File: config.mk
export PLATFORM = sky130hd
export DESIGN_NAME = uart_rx
export DESIGN_NICKNAME = d
export VERILOG_FILES = /design/src/rtl/uart_pkg.sv /design/src/rtl/uart_rx_reader.sv /design/src/rtl/uart_rx.sv
export SDC_FILE = /design/constraint.sdc
export NUM_CORES = 1
export LEC_CHECK = 0
export CAP_MARGIN = 20
export CORE_ASPECT_RATIO = 1.2
export CORE_MARGIN = 4
export CORE_UTILIZATION = 50
export CTS_CLUSTER_DIAMETER = 60
export DETAILED_ROUTE_END_ITERATION = 6
export PLACE_DENSITY = 0.71
export REMOVE_ABC_BUFFERS = 1
export SETUP_SLACK_MARGIN = 0.05
export SYNTH_ARGS = -nofsm -noshare
export SYNTH_HDL_FRONTEND = slang
export SYNTH_SLANG_ARGS = --single-unit
File: constraint.sdc
create_clock -name clk -period 4.5 [get_ports clk]
set_input_delay 1.125 -clock clk [delete_from_list [all_inputs] [get_ports clk]]
set_output_delay 1.125 -clock clk [all_outputs]
set_load 0.01 [all_outputs]
File: src/rtl/uart_pkg.sv
// Shared UART definitions: receive FSM state encoding and the clocks-per-bit helper
// used by both the transmit writer and the receive path.
package uart_pkg;

    typedef enum logic [1:0] {
        IDLE,
        START,
        DATA,
        STOP
    } rx_state_t;

    // Clocks per bit; integer division, so the bit period is truncated, never rounded up.
    function automatic int unsigned uart_scale(input int unsigned clk_mhz,
                                               input int unsigned boadrate);
        return (clk_mhz * 32'd1_000_000) / boadrate;
    endfunction

endpackage

File: src/rtl/uart_rx_reader.sv
// Serial byte reader: synchronizes rx, detects the start edge, samples each 8N1 bit
// at its centre and emits one strobe per good byte or one frame_err per bad stop bit.
module uart_rx_reader
    import uart_pkg::*;
#(
    parameter int unsigned SCALE = 5208
) (
    input  logic       clk,
    input  logic       arstn,
    input  logic       rx,
    output logic [7:0] rx_byte,
    output logic       byte_strobe,
    output logic       frame_err
);

    localparam logic [31:0] HALF_RELOAD = 32'(SCALE / 2 - 1);
    localparam logic [31:0] FULL_RELOAD = 32'(SCALE - 1);

    logic        rx_m;
    logic        rx_s;
    logic        rx_s_d;
    rx_state_t   state;
    logic [31:0] cnt;
    logic        tick;
    logic [2:0]  bit_idx;
    logic [7:0]  shift_reg;

    // Two-stage synchronizer plus one delay stage for edge detection; all idle-high.
    always_ff @(posedge clk or negedge arstn) begin
        if (!arstn) begin
            rx_m   <= 1'b1;
            rx_s   <= 1'b1;
            rx_s_d <= 1'b1;
        end else begin
            rx_m   <= rx;
            rx_s   <= rx_m;
            rx_s_d <= rx_s;
        end
    end

    assign tick = (cnt == 32'd0);

    always_ff @(posedge clk or negedge arstn) begin
        if (!arstn) begin
            state       <= IDLE;
            cnt         <= 32'd0;
            bit_idx     <= 3'd0;
            shift_reg   <= 8'd0;
            rx_byte     <= 8'd0;
            byte_strobe <= 1'b0;
            frame_err   <= 1'b0;
        end else begin
            byte_strobe <= 1'b0;
            frame_err   <= 1'b0;
            case (state)
                IDLE: begin
                    // Only a high-to-low transition starts a frame, so a held break is ignored.
                    if (rx_s_d && !rx_s) begin
                        state <= START;
                        cnt   <= HALF_RELOAD;
                    end
                end
                START: begin
                    if (tick) begin
                        if (!rx_s) begin
                            state   <= DATA;
                            cnt     <= FULL_RELOAD;
                            bit_idx <= 3'd0;
                        end else begin
                            state <= IDLE;
                        end
                    end else begin
                        cnt <= cnt - 32'd1;
                    end
                end
                DATA: begin
                    if (tick) begin
                        shift_reg <= {rx_s, shift_reg[7:1]};
                        bit_idx   <= bit_idx + 3'd1;
                        cnt       <= FULL_RELOAD;
                        if (bit_idx == 3'd7) begin
                            state <= STOP;
                        end
                    end else begin
                        cnt <= cnt - 32'd1;
                    end
                end
                STOP: begin
                    if (tick) begin
                        if (rx_s) begin
                            byte_strobe <= 1'b1;
                            rx_byte     <= shift_reg;
                        end else begin
                            frame_err <= 1'b1;
                        end
                        state <= IDLE;
                    end else begin
                        cnt <= cnt - 32'd1;
                    end
                end
                default: state <= IDLE;
            endcase
        end
    end

endmodule

File: src/rtl/uart_rx.sv
// UART receive top: reads 8N1 bytes and packs DEPTH of them, first byte in slot 0,
// into a word offered on a valid/ready interface; reports overruns of the pending word.
module uart_rx
    import uart_pkg::*;
#(
    parameter int unsigned DEPTH    = 4,
    parameter int unsigned clk_mhz  = 50,
    parameter int unsigned boadrate = 9600
) (
    input  logic                  clk,
    input  logic                  arstn,
    input  logic                  rx,
    output logic                  down_valid,
    input  logic                  down_ready,
    output logic [DEPTH-1:0][7:0] data_o,
    output logic                  frame_err,
    output logic                  overrun
);

    localparam int unsigned SCALE = uart_scale(clk_mhz, boadrate);
    localparam int unsigned IDX_W = (DEPTH > 1) ? $clog2(DEPTH) : 1;
    localparam logic [IDX_W-1:0] LAST_IDX = IDX_W'(DEPTH - 1);

    logic [7:0]       rx_byte;
    logic             byte_strobe;
    logic [IDX_W-1:0] wr_idx;
    logic             slot_free;

    uart_rx_reader #(
        .SCALE(SCALE)
    ) u_reader (
        .clk        (clk),
        .arstn      (arstn),
        .rx         (rx),
        .rx_byte    (rx_byte),
        .byte_strobe(byte_strobe),
        .frame_err  (frame_err)
    );

    // A completed word leaves wr_idx at 0, so a byte arriving in the handshake
    // cycle naturally lands in slot 0 of the next word.
    assign slot_free = !down_valid || down_ready;

    always_ff @(posedge clk or negedge arstn) begin
        if (!arstn) begin
            down_valid <= 1'b0;
            overrun    <= 1'b0;
            data_o     <= '0;
            wr_idx     <= '0;
        end else begin
            overrun <= 1'b0;
            if (down_valid && down_ready) begin
                down_valid <= 1'b0;
            end
            if (byte_strobe) begin
                if (slot_free) begin
                    data_o[wr_idx] <= rx_byte;
                    if (wr_idx == LAST_IDX) begin
                        down_valid <= 1'b1;
                        wr_idx     <= '0;
                    end else begin
                        wr_idx <= wr_idx + 1'b1;
                    end
                end else begin
                    overrun <= 1'b1;
                end
            end
        end
    end

endmodule

==> results.md, run 1 <==
* Status: finished, final reports clean
* Gr usage total at 18.7%
* Worst path slowest cell: o41ai_4
* Starting density of the core at 52.0%
* Power Density at 516 nW/µm²
* Area Overhead vs Synth at 13.7%
* Worst Path Required at 4.75 ns
* Top cells by count, synth: 91 x dfrtp_1, 46 x mux2_2, 41 x nand2_1
* Post CTS Setup Buffer Count at 0
* Worst Clk Skew at 0.00751 ns
* Max_slew headroom at 32.7%
* First-pass GRT wire length at 15900 µm
* Worst Path Arrival at 3.66 ns
* WS Path Type: flop to flop
* FP Rows at 37
* Fin crit share at 75.6%
* Crit end category: flop
* Tmin final at 3.40 ns
* # setup viols final at 0
* Hold Vio Cnt, Final at 0
* Ports at 39
* # H-tree levels at 3
* Initial antenna violation count at 0
* Input/output buffers at 38
* GP Congestion at 0.903
* Multi-input logic area at 2030 µm²
* Leak at 0.00241 µW
* Seq. cell area at 2360 µm²
* Critical Path Start: u_reader.cnt[24]
* Max-slew violation count at 0
* CP Cell Sequence: or4_1 > or4_4 > o41ai_4 > nor2_2 > and3_1 > o22a_1
* CTS Root Cell: clkbuf_8
* Post-synth EDFFs at 0
* Number of clock sinks at 94
* Share of the synthesized area in the top cell type at 50.3%
* Async set-reset flop share out of synthesis at 100%
* Crit path largest cell delay at 0.76 ns
* Number of global-route vias before repair at 3368
* Wire per inst at 16.4 µm
* # Max-Cap Violations at 0
* Ant. Diodes at 0
* Clock transition at the registers of the reported paths at 0.09 ns
* Gate count after technology mapping at 415
* Pre-Repair DR Iteration Count at 4
* Floorplan core area at 8700 µm²
* Tightest Hold Check Type: flop to flop
* 1st-iter DRT viols at 142
* Cell variety after synth at 53
* Via Count at 3315
* Share of post-route cells with drive strength above 1 at 17.5%
* Die area at 10600 µm²
* Seq/Total Area, Yosys at 52.1%
* Most numerous cell in the Yosys netlist: dfrtp_1
* Avg Cell Area, Syn at 10.9 µm²
* Layout fillers at 754
* Die Y at 112 µm
* Hold Startpoint: u_reader.rx_m
* Pwr Total at 2660 µW
* Hold Slack at 0.361 ns
* Yosys top cell by area: dfrtp_1
* Final core utilization at 59.1%
* ANT nets after route at 0
* PostCTS Resize Cnt at 0
* DR DRC count at 0
* Synth top area cells: dfrtp_1 50%, mux2_2 11%, nand2_1 3.4%, ha_1 3.3%, o21ai_0 3.1%
* Hold-fix buffers, CTS at 0
* Total Wirelength at 9320 µm
* CP top delay family: simple AND/OR/NAND/NOR gates
* Clk_lat worst skew at 0.36 ns
* Largest net degree at the start of global routing at 78
* Setup tns final at 0 ns
* Nets at 463
* Cell Area, Synth at 4530 µm²
* CP bufs+invs at 0
* Synth Flop Type: dfrtp_1
* Clock Path Buffers at 2
* Startpoint types: flop
* Seq cells post-synth at 94
* Top Registers: data_o (32), u_reader.cnt (32)
* GRT Residual Overflow at 0
* Worst reg2reg startpoint: u_reader.cnt[24]
* Actual slew at the worst max-slew pin at 1.01 ns
* VDD IR max at 0.389 mV
* CTS buffer count at 9
* Synth warn at 0
* DP HPWL at 6580 µm
* Die width at 94.9 µm
* CTS tree: done
* CP max FO at 14
* RSZ-0062 raised after global routing: false
* Routed vias/inst at 5.83
* Fmax at 294 MHz
routing by layer:
layer	track usage, %	part of all wire [%]
met1	23.0	43
met2	31.9	50
met3	2.41	4.8
met4	9.05	2.4
met5	0	0
cell families (layout without fill, tap and decap cells):
group / after synthesis / count (layout) / synth area share (%)
AO/OA/AOI/OAI: 88 / 88 / 13.6
adder cells (fa/ha/maj): 12 / 12 / 3.32
buffers and inverters: 29 / 66 / 2.99
flip-flops: 94 / 94 / 52.1
multiplexers: 49 / 49 / 12.2
AND/OR/NAND/NOR: 143 / 143 / 15.8
cell usage in the layout (no fill, tap or decap), drive strengths merged, types with 3 or more instances in the layout:
master and n:
o21a 3, nor3 11, nand4 5, nor4 11, dfstp 3, o41ai 3
nand2 42, or2 3, clkdlybuf4s50 37, nand2b 6, o31ai 4, nor2b 3
a21o 5, o21ai 29, a31oi 12, nor3b 3, a21oi 19, inv 13
nor2 30, nand3 11, ha 12, or4 9, dfrtp 91, mux2 48
clkbuf 12
through the flow:
step | setup slack [ns] | area [µm²] | instances
final | 1.10 | 5150 | 569
after global routing | 0.970 | 5150 | 569
after CTS | 1.13 | 5140 | 568
after detailed placement | 1.14 | 4960 | 552
after global placement | 1.26 | 4960 | 552
after floorplan | 1.59 | 4430 | 396
final timing paths:
| kind | endpoint | slack (ns) | cells past startpoint |
|---|---|---|---|
| hold reg to reg | u_reader.rx_s | 0.36 | 0 |
| max in group asynchronous | u_reader.cnt[23] | 2.80 | 2 |
| setup reg to reg | u_reader.cnt[23] | 1.10 | 6 |
| min in group asynchronous | data_o[16] | 0.91 | 1 |
| hold / removal | u_reader.rx_s | 0.36 | 0 |
| setup / recovery | u_reader.cnt[23] | 1.10 | 6 |
layout make-up:
type,count,share of cell area [%]
inverter,10,0.729
sequential,94,45.8
timing repair buffer,40,7.58
multi-input combinational,292,39.5
clock buffer,11,2.75
clock inverter,5,0.802
tap,117,2.84
worst reg2reg max path, cell delays in order (launching register included):
cell,delay (ns)
dfrtp_1,0.45
or4_1,0.69
or4_4,0.64
o41ai_4,0.76
nor2_2,0.31
and3_1,0.27
o22a_1,0.19
power breakdown:
part	internal [µW]	switching (µW)
logic	380	717
clock network	222	304
registers	927	105
Note: power is estimated with default switching activity, not from simulation.
==> inputs of run 2 (changes only) <==
==> constraint.sdc (replaced) <==
create_clock -name clk -period 3.39 [get_ports clk]
set_input_delay 0.8475 -clock clk [delete_from_list [all_inputs] [get_ports clk]]
set_output_delay 0.8475 -clock clk [all_outputs]
set_load 0.01 [all_outputs]
==> run 2 against run 1 <==
Worst hold slack got worse by 0.0029 ns. First-iteration DRC count rose by 27%. Core utilization rose by 1.1 points. Via count rose by 1.7%. Count of clock-buffer cells in the layout rose by 1. Clock skew rose by 0.0019 ns. Clock power rose by 33%. Design area rose by 1.8%.
==> results.md, run 2 (same netlist as run 1, synthesis figures left out) <==
* Leak at 0.00246 µW (was 0.00241 µW)
* Share of post-route cells with drive strength above 1 at 19.3% (was 17.5%)
* Critical Path Start: u_reader.cnt[24] (unchanged)
* CP bufs+invs at 0 (unchanged)
* Max-slew violation count at 0 (unchanged)
* DR DRC count at 0 (unchanged)
* Power Density at 690 nW/µm² (was 516 nW/µm²)
* GRT Residual Overflow at 0 (unchanged)
* Layout fillers at 749 (was 754)
* Clock Path Buffers at 2 (unchanged)
* Number of clock sinks at 94 (unchanged)
* Die area at 10600 µm² (unchanged)
* RSZ-0062 raised after global routing: false (unchanged)
* First-pass GRT wire length at 16000 µm (was 15900 µm)
* # H-tree levels at 3 (unchanged)
* R2r setup slk at 0.34 ns (was 1.10 ns)
* Worst reg2reg startpoint: u_reader.cnt[24] (unchanged)
* CTS Root Cell: clkbuf_8 (unchanged)
* Crit path largest cell delay at 0.69 ns (was 0.76 ns)
* CTS buffer count at 9 (unchanged)
* 1st-iter DRT viols at 180 (was 142)
* Die Y at 112 µm (unchanged)
* ANT nets after route at 0 (unchanged)
* Pre-Repair DR Iteration Count at 4 (unchanged)
* WS Path Type: flop to flop (unchanged)
* DP HPWL at 6700 µm (was 6580 µm)
* Hold Vio Cnt, Final at 0 (unchanged)
* Initial antenna violation count at 0 (unchanged)
* Wire per inst at 16.2 µm (was 16.4 µm)
* Fin crit share at 90.0% (was 75.6%)
* Largest net degree at the start of global routing at 50 (was 78)
* CP Cell Sequence: or4_1 > or4_4 > o41a_1 > nand2_2 > nor2_1 > a22o_1 (was or4_1 > or4_4 > o41ai_4 > nor2_2 > and3_1 > o22a_1)
* Total Wirelength at 9370 µm (was 9320 µm)
* Number of cells on the critical path at 6 (unchanged)
* Gr usage total at 18.9% (was 18.7%)
* Startpoint types: flop (unchanged)
* Routed vias/inst at 5.82 (was 5.83)
* Via Count at 3371 (was 3315)
* Starting density of the core at 52.0% (unchanged)
* Worst Path Arrival at 3.31 ns (was 3.66 ns)
* CTS tree: done (unchanged)
* Actual slew at the worst max-slew pin at 0.780 ns (was 1.01 ns)
* FF-to-FF path depth at 6 (unchanged)
* # Max-Cap Violations at 0 (unchanged)
* CP max FO at 16 (was 14)
* Worst path slowest cell: o41a_1 (was o41ai_4)
* Top Registers: data_o (32), u_reader.cnt (32) (unchanged)
* Input/output buffers at 38 (unchanged)
* Nets at 473 (was 463)
* Tightest Hold Check Type: flop to flop (unchanged)
* Fmax at 328 MHz (was 294 MHz)
* PostCTS Resize Cnt at 0 (unchanged)
* Tmin final at 3.05 ns (was 3.40 ns)
* Clock transition at the registers of the reported paths at 0.09 ns (about the same)
* CP top delay family: simple AND/OR/NAND/NOR gates (unchanged)
* FP Rows at 37 (unchanged)
* Critical R2R Capture: u_reader.cnt[15] (was u_reader.cnt[23])
* Ant. Diodes at 0 (unchanged)
* Ports at 39 (unchanged)
* Max_slew headroom at 47.5% (was 32.7%)
* Hold Startpoint: u_reader.rx_m (unchanged)
* Worst Clk Skew at 0.00946 ns (was 0.00751 ns)
* Floorplan core area at 8700 µm² (unchanged)
* Die width at 94.9 µm (unchanged)
* Setup tns final at 0 ns (unchanged)
* Most frequent cells in the layout: 91 x dfrtp_1, 46 x mux2_2, 41 x nand2_1 (unchanged)
* Area Overhead vs Synth at 15.8% (was 13.7%)
* Hold-fix buffers, CTS at 0 (unchanged)
* GP Congestion at 0.825 (was 0.903)
* Number of global-route vias before repair at 3379 (was 3368)
* Commonest non-fill, non-tap cell in the layout: dfrtp_1 (unchanged)
* VDD IR max at 0.457 mV (was 0.389 mV)
* Status: finished, final reports clean (unchanged)
* Worst Path Required at 3.65 ns (was 4.75 ns)
* Pwr Total at 3620 µW (was 2660 µW)
* Crit path to: u_reader.cnt[15] (was u_reader.cnt[23])
* Post CTS Setup Buffer Count at 0 (unchanged)
* Clk_lat worst skew at 0.36 ns (about the same)
* Crit end category: flop (unchanged)
* # setup viols final at 0 (unchanged)
[run 2: cell types whose count changed in the layout (fill, tap and decap cells not counted)]
cell | before | now
buf_12 | 0 | 1
clkinvlp_4 | 2 | 3
clkinv_4 | 0 | 1
clkbuf_8 | 10 | 11
clkbuf_2 | 1 | 0
inv_6 | 3 | 0
buf_4 | 2 | 12
[run 2: how the worst min path moves through the flow]
| stage | end | slack, ns | cells past startpoint |
|---|---|---|---|
| 6_report | u_reader.rx_s | 0.36 | 0 |
| 5_1_grt | u_reader.rx_s | 0.37 | 0 |
| 4_1_cts | u_reader.rx_s | 0.36 | 0 |
| 3_5_place_dp | u_reader.rx_s | 0.35 | 0 |
| 3_3_place_gp | u_reader.rx_s | 0.35 | 0 |
| 2_1_floorplan | u_reader.rx_s | 0.35 | 0 |
[run 2: layout make-up]
| cell class | instances | area, µm² | share of cell area [%] |
|---|---|---|---|
| timing repair buffer | 50 | 480 | 9.17 |
| clock buffer | 12 | 155 | 2.96 |
| clock inverter | 4 | 31.3 | 0.597 |
| sequential | 94 | 2360 | 45.0 |
| multi-input combinational | 292 | 2030 | 38.8 |
| tap | 117 | 146 | 2.79 |
| inverter | 10 | 37.5 | 0.716 |
[run 2: worst register-to-register path, delay by kind of cell (launching register included)]
kind	cells	cell delay (ns)
simple gates	4	1.60
compound gates	2	0.89
flops	1	0.46
[run 2: per-stage QoR]
stage / hold WS, ns / worst slack, ns / cell area, µm² / cells / util, %
finish: 0.359 / 0.338 / 5240 / 579 / 60.2
CTS: 0.359 / 0.340 / 5240 / 579 / 60.2
floorplan: 0.345 / 0.481 / 4430 / 396 / -
global route: 0.370 / 0.210 / 5240 / 579 / 60.2
detailed placement: 0.347 / 0.342 / 5050 / 563 / 58.1
global placement: 0.346 / 0.401 / 5050 / 563 / 58.1
[run 2: metal layers]
metal  routed length [µm]  share of wire, %  global-route usage (%)  vias to the layer above
met5                    0                 0                       0                        -
li1                     -                 -                       -                     1598
met3                  462               4.9                    3.42                       13
met4                  183               2.0                    8.28                        0
met2                 4630                49                    31.2                       96
met1                 4090                44                    24.0                     1664
[run 2: power by group]
group          switching (µW)  internal [µW]  leakage, µW
clock network             391            308    0.0000848
registers                 139           1230      0.00127
logic                     981            568      0.00111
